`config.mk`:
```
export PLATFORM = sky130hd
export DESIGN_NAME = mc_ctrl
export DESIGN_NICKNAME = d
export VERILOG_FILES = /design/src/rtl/mc_ctrl.sv
export SDC_FILE = /design/constraint.sdc
export NUM_CORES = 1
export LEC_CHECK = 0
export ABC_AREA = 1
export BUFFER_PORTS_ARGS = -buffer_cell sky130_fd_sc_hd__clkbuf_2
export CORE_MARGIN = 5
export CORE_UTILIZATION = 41
export DETAILED_ROUTE_END_ITERATION = 16
export REMOVE_ABC_BUFFERS = 1
export SLEW_MARGIN = 40
export SYNTH_ARGS = -nofsm -noshare
export SYNTH_HDL_FRONTEND = slang
export SYNTH_SLANG_ARGS = --single-unit
```
`constraint.sdc`:
```
create_clock -name clk -period 2.53 [get_ports clk]
set_input_delay 0.1265 -clock clk [delete_from_list [all_inputs] [get_ports clk]]
set_output_delay 0.1265 -clock clk [all_outputs]
set_load 0.02 [all_outputs]
```
`src/rtl/mc_ctrl.sv`:
```
// Multi-cycle IF/ID/EX/MEM/WB sequencer for the addu/subu/ori/lw/sw/beq/lui subset.
// Outputs decode from the current state and the latched opcode; stalls on imem/dmem ready.
module mc_ctrl #(
  parameter int ILLEGAL_HALT = 0,
  parameter int CNT_W        = 32
) (
  input  logic             clk,
  input  logic             reset,
  input  logic [5:0]       op,
  input  logic [5:0]       funct,
  input  logic             zero,
  input  logic             imem_ready,
  input  logic             dmem_ready,
  output logic             imem_rd,
  output logic             ir_write,
  output logic             pc_write,
  output logic             npc_sel,
  output logic             Regdst,
  output logic             Alusrc,
  output logic             Memtoreg,
  output logic             Regwrite,
  output logic             Memwrite,
  output logic             dmem_rd,
  output logic             Extop,
  output logic [1:0]       Aluop,
  output logic [2:0]       state,
  output logic             halted,
  output logic [CNT_W-1:0] instret
);

  typedef enum logic [2:0] {
    S_IF   = 3'd0,
    S_ID   = 3'd1,
    S_EX   = 3'd2,
    S_MEM  = 3'd3,
    S_WB   = 3'd4,
    S_HALT = 3'd7
  } state_t;

  state_t     st;
  logic [5:0] op_q;
  logic [5:0] funct_q;

  logic is_addu, is_subu, is_ori, is_lw, is_sw, is_beq, is_lui, is_illegal;
  logic retire;

  always_comb begin
    is_addu    = (op_q == 6'b000000) && (funct_q == 6'b100001);
    is_subu    = (op_q == 6'b000000) && (funct_q == 6'b100011);
    is_ori     = (op_q == 6'b001101);
    is_lw      = (op_q == 6'b100011);
    is_sw      = (op_q == 6'b101011);
    is_beq     = (op_q == 6'b000100);
    is_lui     = (op_q == 6'b001111);
    is_illegal = !(is_addu || is_subu || is_ori || is_lw || is_sw || is_beq || is_lui);
  end

  // Every path back to IF (except HALT entry) retires exactly one instruction.
  always_comb begin
    retire = 1'b0;
    case (st)
      S_ID:    retire = is_illegal && (ILLEGAL_HALT == 0);
      S_EX:    retire = is_beq;
      S_MEM:   retire = is_sw && dmem_ready;
      S_WB:    retire = 1'b1;
      default: retire = 1'b0;
    endcase
  end

  always_ff @(posedge clk) begin
    if (reset) begin
      st      <= S_IF;
      op_q    <= 6'd0;
      funct_q <= 6'd0;
      instret <= '0;
    end else begin
      case (st)
        S_IF: begin
          if (imem_ready) begin
            op_q    <= op;
            funct_q <= funct;
            st      <= S_ID;
          end
        end
        S_ID: begin
          if (!is_illegal)             st <= S_EX;
          else if (ILLEGAL_HALT != 0)  st <= S_HALT;
          else                         st <= S_IF;
        end
        S_EX: begin
          if (is_beq)              st <= S_IF;
          else if (is_lw || is_sw) st <= S_MEM;
          else                     st <= S_WB;
        end
        S_MEM: begin
          if (dmem_ready) st <= is_lw ? S_WB : S_IF;
        end
        S_WB:    st <= S_IF;
        S_HALT:  st <= S_HALT;
        default: st <= S_IF;
      endcase
      if (retire) instret <= instret + {{(CNT_W-1){1'b0}}, 1'b1};
    end
  end

  // Datapath control fields are only presented while the instruction is executing,
  // so IF/ID/HALT always show a quiet bus regardless of the previous instruction.
  always_comb begin
    imem_rd  = 1'b0;
    ir_write = 1'b0;
    pc_write = 1'b0;
    npc_sel  = 1'b0;
    Regdst   = 1'b0;
    Alusrc   = 1'b0;
    Memtoreg = 1'b0;
    Regwrite = 1'b0;
    Memwrite = 1'b0;
    dmem_rd  = 1'b0;
    Extop    = 1'b0;
    Aluop    = 2'b00;
    if (st == S_EX || st == S_MEM || st == S_WB) begin
      Regdst   = is_addu || is_subu;
      Alusrc   = is_ori || is_lui || is_lw || is_sw;
      Memtoreg = is_lw;
      Extop    = is_lw || is_sw || is_beq;
      if (is_subu || is_beq) Aluop = 2'b01;
      else if (is_ori)       Aluop = 2'b10;
      else if (is_lui)       Aluop = 2'b11;
    end
    case (st)
      S_IF: begin
        imem_rd  = 1'b1;
        ir_write = imem_ready;
        pc_write = imem_ready;
      end
      S_EX: begin
        if (is_beq) begin
          pc_write = zero;
          npc_sel  = 1'b1;
        end
      end
      S_MEM: begin
        dmem_rd  = is_lw;
        Memwrite = is_sw;
      end
      S_WB:    Regwrite = 1'b1;
      default: ;
    endcase
  end

  assign state  = st;
  assign halted = (st == S_HALT);

endmodule

```
==> key figures <==
Yosys
  • Syn avg cell area: 6.18 sq um
  • FFs w/ async S/R, synth: 0%
  • Area contributors post-synth: dfxtp_1 (32%), nand2_1 (21%), a21oi_1 (7.7%)
  • Sequential-to-total area share from yosys stat: 32.1%
  • Area fraction of the dominant cell type after synthesis: 32.1%
  • Ys flop type: dfxtp_1
  • Count leader, synth: nand2_1
  • Seq cells post-synth: 47
  • Post-synth EDFFs: 0
  • Synth area leader: dfxtp_1
  • Top cells by count, synth: nand2_1 (165), nor2_1 (59), dfxtp_1 (47)
  • YS warnings: 0
  • Netlist cell types: 29
  • Syn Inst Count: 474
  • Synthesized area: 2930 sq um

Routing
  • Met2 wire length: 3840 um
  • Met3 WL: 400 um
  • DRT Pass-1 Iters: 4
  • Wire length on met1: 3600 um
  • Routed vias/inst: 4.95
  • Iter 0 DRT Violations: 113
  • Via count: 3120
  • Detailed Route WL: 7970 um
  • Routed wire per std cell: 12.7 um
  • Max Used Layer: met4
  • Final ANT Viol Nets: 0
  • Post-route DRC violation count: 0

Timing
  • Setup TNS: 0 ns
  • RSZ-0062 raised after global routing: false
  • Minimum clock period: 2.19 ns
  • Clock Skews: 0.0113 ns
  • Final critical-path share of the clock period: 86.4%
  • Worst slew pin tran: 0.632 ns
  • Worst relative slew slack: 57.8%
  • Final Hold Viols: 0
  • Slew Viols, Final: 0
  • Setup-failing EPs final: 0
  • Fmax: 458 MHz

GRT
  • First-pass GRT wire length: 13600 um
  • Grt total ovfl: 0
  • Vias in the first global route: 2973
  • Initial antenna violation count: 0
  • Largest net degree at the start of global routing: 34
  • Total track usage: 18.7%

Power
  • Clock share of power: 37.9%
  • Leak: 1.47 nW
  • Switching Share: 27.6%
  • Seq pwr share: 50.8%
  • Switch Pwr: 0.424 mW
  • PD cells: 449 nW/um^2
  • VDD IR-drop max: 0.000272 V
  • Internal power: 1.11 mW
  • Comb pwr share: 11.4%
  • Total power: 1.53 mW

Critical path
  • Crit path DAT: 2.42 ns
  • Worst R2R Path Depth: 6
  • Worst r2r dst: instret[11]
  • Setup crit start kind: flip-flop
  • R2r setup slk: 0.34 ns
  • Crit-path cells: inv_1 -> nor3_1 -> nand4_4 -> nand2_4 -> nand2_1 -> a21oi_1
  • Max incr delay on CP: 0.51 ns
  • Critical path class: flip-flop to flip-flop
  • Slowest cell on crit path: nand4_4
  • Worst EP required: 2.76 ns
  • Worst setup EP type: flip-flop
  • Max Fanout on Critical Path: 33
  • R2r startpoint: state[0]

Placement
  • RePlAce Congestion: 0.974
  • Port bufs: 65
  • Placed Instances: 622
  • Post-DP HPWL: 6060 um

Finish
  • Fillers: 744
  • Layout cells sized above 1: 18.2%
  • NumNets Final: 551
  • Post-Route Utilization: 49.7%
  • Area growth syn-to-layout: 16.5%
  • N_diodes: 0
  • Final Instance Count excl. Fillers: 630

Clock network
  • Clk Latency, worst-skew pair: 0.31 ns
  • # hold bufs at CTS: 0
  • H-tree level count: 2
  • CTS resizes: 0
  • Clk buf depth: 2
  • Clock sinks: 47
  • Clk pin slew, worst setup/hold paths: 0.10 ns
  • Root buffer cell: clkbuf_8
  • Post-CTS Setup Inserts: 0
  • Total CTS buffers: 5
  • CTS tree: yes

Status
  • Status: complete, no violations

Run
  • Max-cap violations: 0

Floorplan
  • Core box area: 6870 sq um
  • Initial Util: 42.7%
  • Std-Cell Rows: 30
  • Chip width: 94.6 um
  • # IOs: 66
  • Die Area: 8940 sq um
  • Die Y-Extent: 94.6 um

Min path
  • Startpoint of the worst hold path: op[5]
  • Cells on Worst Hold Path: 3
  • Hold WC Path Type: input pin to flip-flop
  • Hold Crit Endpoint: op_q[5]
-- layout by cell type, fill, tap and decap left out, types with 2 or more instances in the layout --
| cell | n |
|---|---|
| nand2_1 | 165 |
| nand3_1 | 40 |
| inv_1 | 31 |
| o21ai_0 | 9 |
| dfxtp_1 | 47 |
| xnor2_1 | 4 |
| nor2_1 | 59 |
| buf_4 | 2 |
| nand3b_1 | 15 |
| a21oi_1 | 45 |
| nor3_1 | 5 |
| clkbuf_8 | 5 |
| clkbuf_2 | 65 |
| xor2_1 | 11 |
| nand3_2 | 2 |
| nor2_2 | 9 |
| inv_2 | 6 |
-- how the worst max path moves through the flow --
stage | slack [ns] | startpoint | cells after the start | to
after floorplan | 0.67 | state[2] | 7 | funct_q[2]
after global placement | 0.45 | op_q[2] | 8 | instret[29]
after detailed placement | 0.40 | state[0] | 6 | instret[0]
after CTS | 0.36 | state[0] | 6 | instret[11]
after global routing | 0.12 | op_q[2] | 8 | instret[25]
final | 0.34 | state[0] | 6 | instret[11]
-- power groups by stage --
stage | combinational, mW | sequential (mW) | clock (mW)
6_report | 0.174 | 0.778 | 0.580
5_1_grt | 0.197 | 0.782 | 0.615
4_1_cts | 0.175 | 0.779 | 0.596
3_5_place_dp | 0.175 | 0.796 | 0
3_3_place_gp | 0.173 | 0.796 | 0
2_1_floorplan | 0.107 | 0.798 | 0
-- sequential cells by signal, indices dropped and copies added, names as in the netlist --
name	flops
funct_q	6
instret	32
state	3
op_q	6
-- kinds of logic after synthesis --
logic type                 Yosys count  synth area share (%)
xor gates and xnor gates            15                  4.48
DFF                                 47                  32.1
and+or+nand+nor                    303                  45.4
buffers and inverters               52                  7.94
adders and majority gates            1                 0.427
AOI/OAI and AO/OA                   56                  9.69
-- critical path, delay by kind of cell (launching register included) --
| family | cells | cell delay, ns |
|---|---|---|
| AO/OA/AOI/OAI | 1 | 0.16 |
| flip-flops | 1 | 0.36 |
| buffers and inverters | 1 | 0.07 |
| AND/OR/NAND/NOR | 4 | 1.51 |
-- metal layers --
layer	up-vias	global-route usage, %
li1	1631	-
met1	1412	22.9
met2	65	33.2
met3	12	3.51
met4	0	5.77
met5	-	0
-- stage by stage --
stage | setup WS (ns) | instance area (sq um) | hold slack, ns
floorplan | 0.666 | 2840 | 0.196
global placement | 0.451 | 3300 | 0.363
detailed placement | 0.405 | 3300 | 0.368
CTS | 0.360 | 3410 | 0.0269
global route | 0.117 | 3410 | 0.0411
finish | 0.345 | 3410 | 0.0328
-- final cells by class --
cell class                 count  area [sq um]  area share, %
sequential                    47           941           27.6
clock buffer                   5          68.8           2.02
timing repair buffer          67           340           9.97
multi-input combinational    375          1760           51.5
clock inverter                 3          47.5           1.39
inverter                      37           139           4.07
tap                           96           120           3.52
No activity file was read; power rests on OpenSTA's default activity.
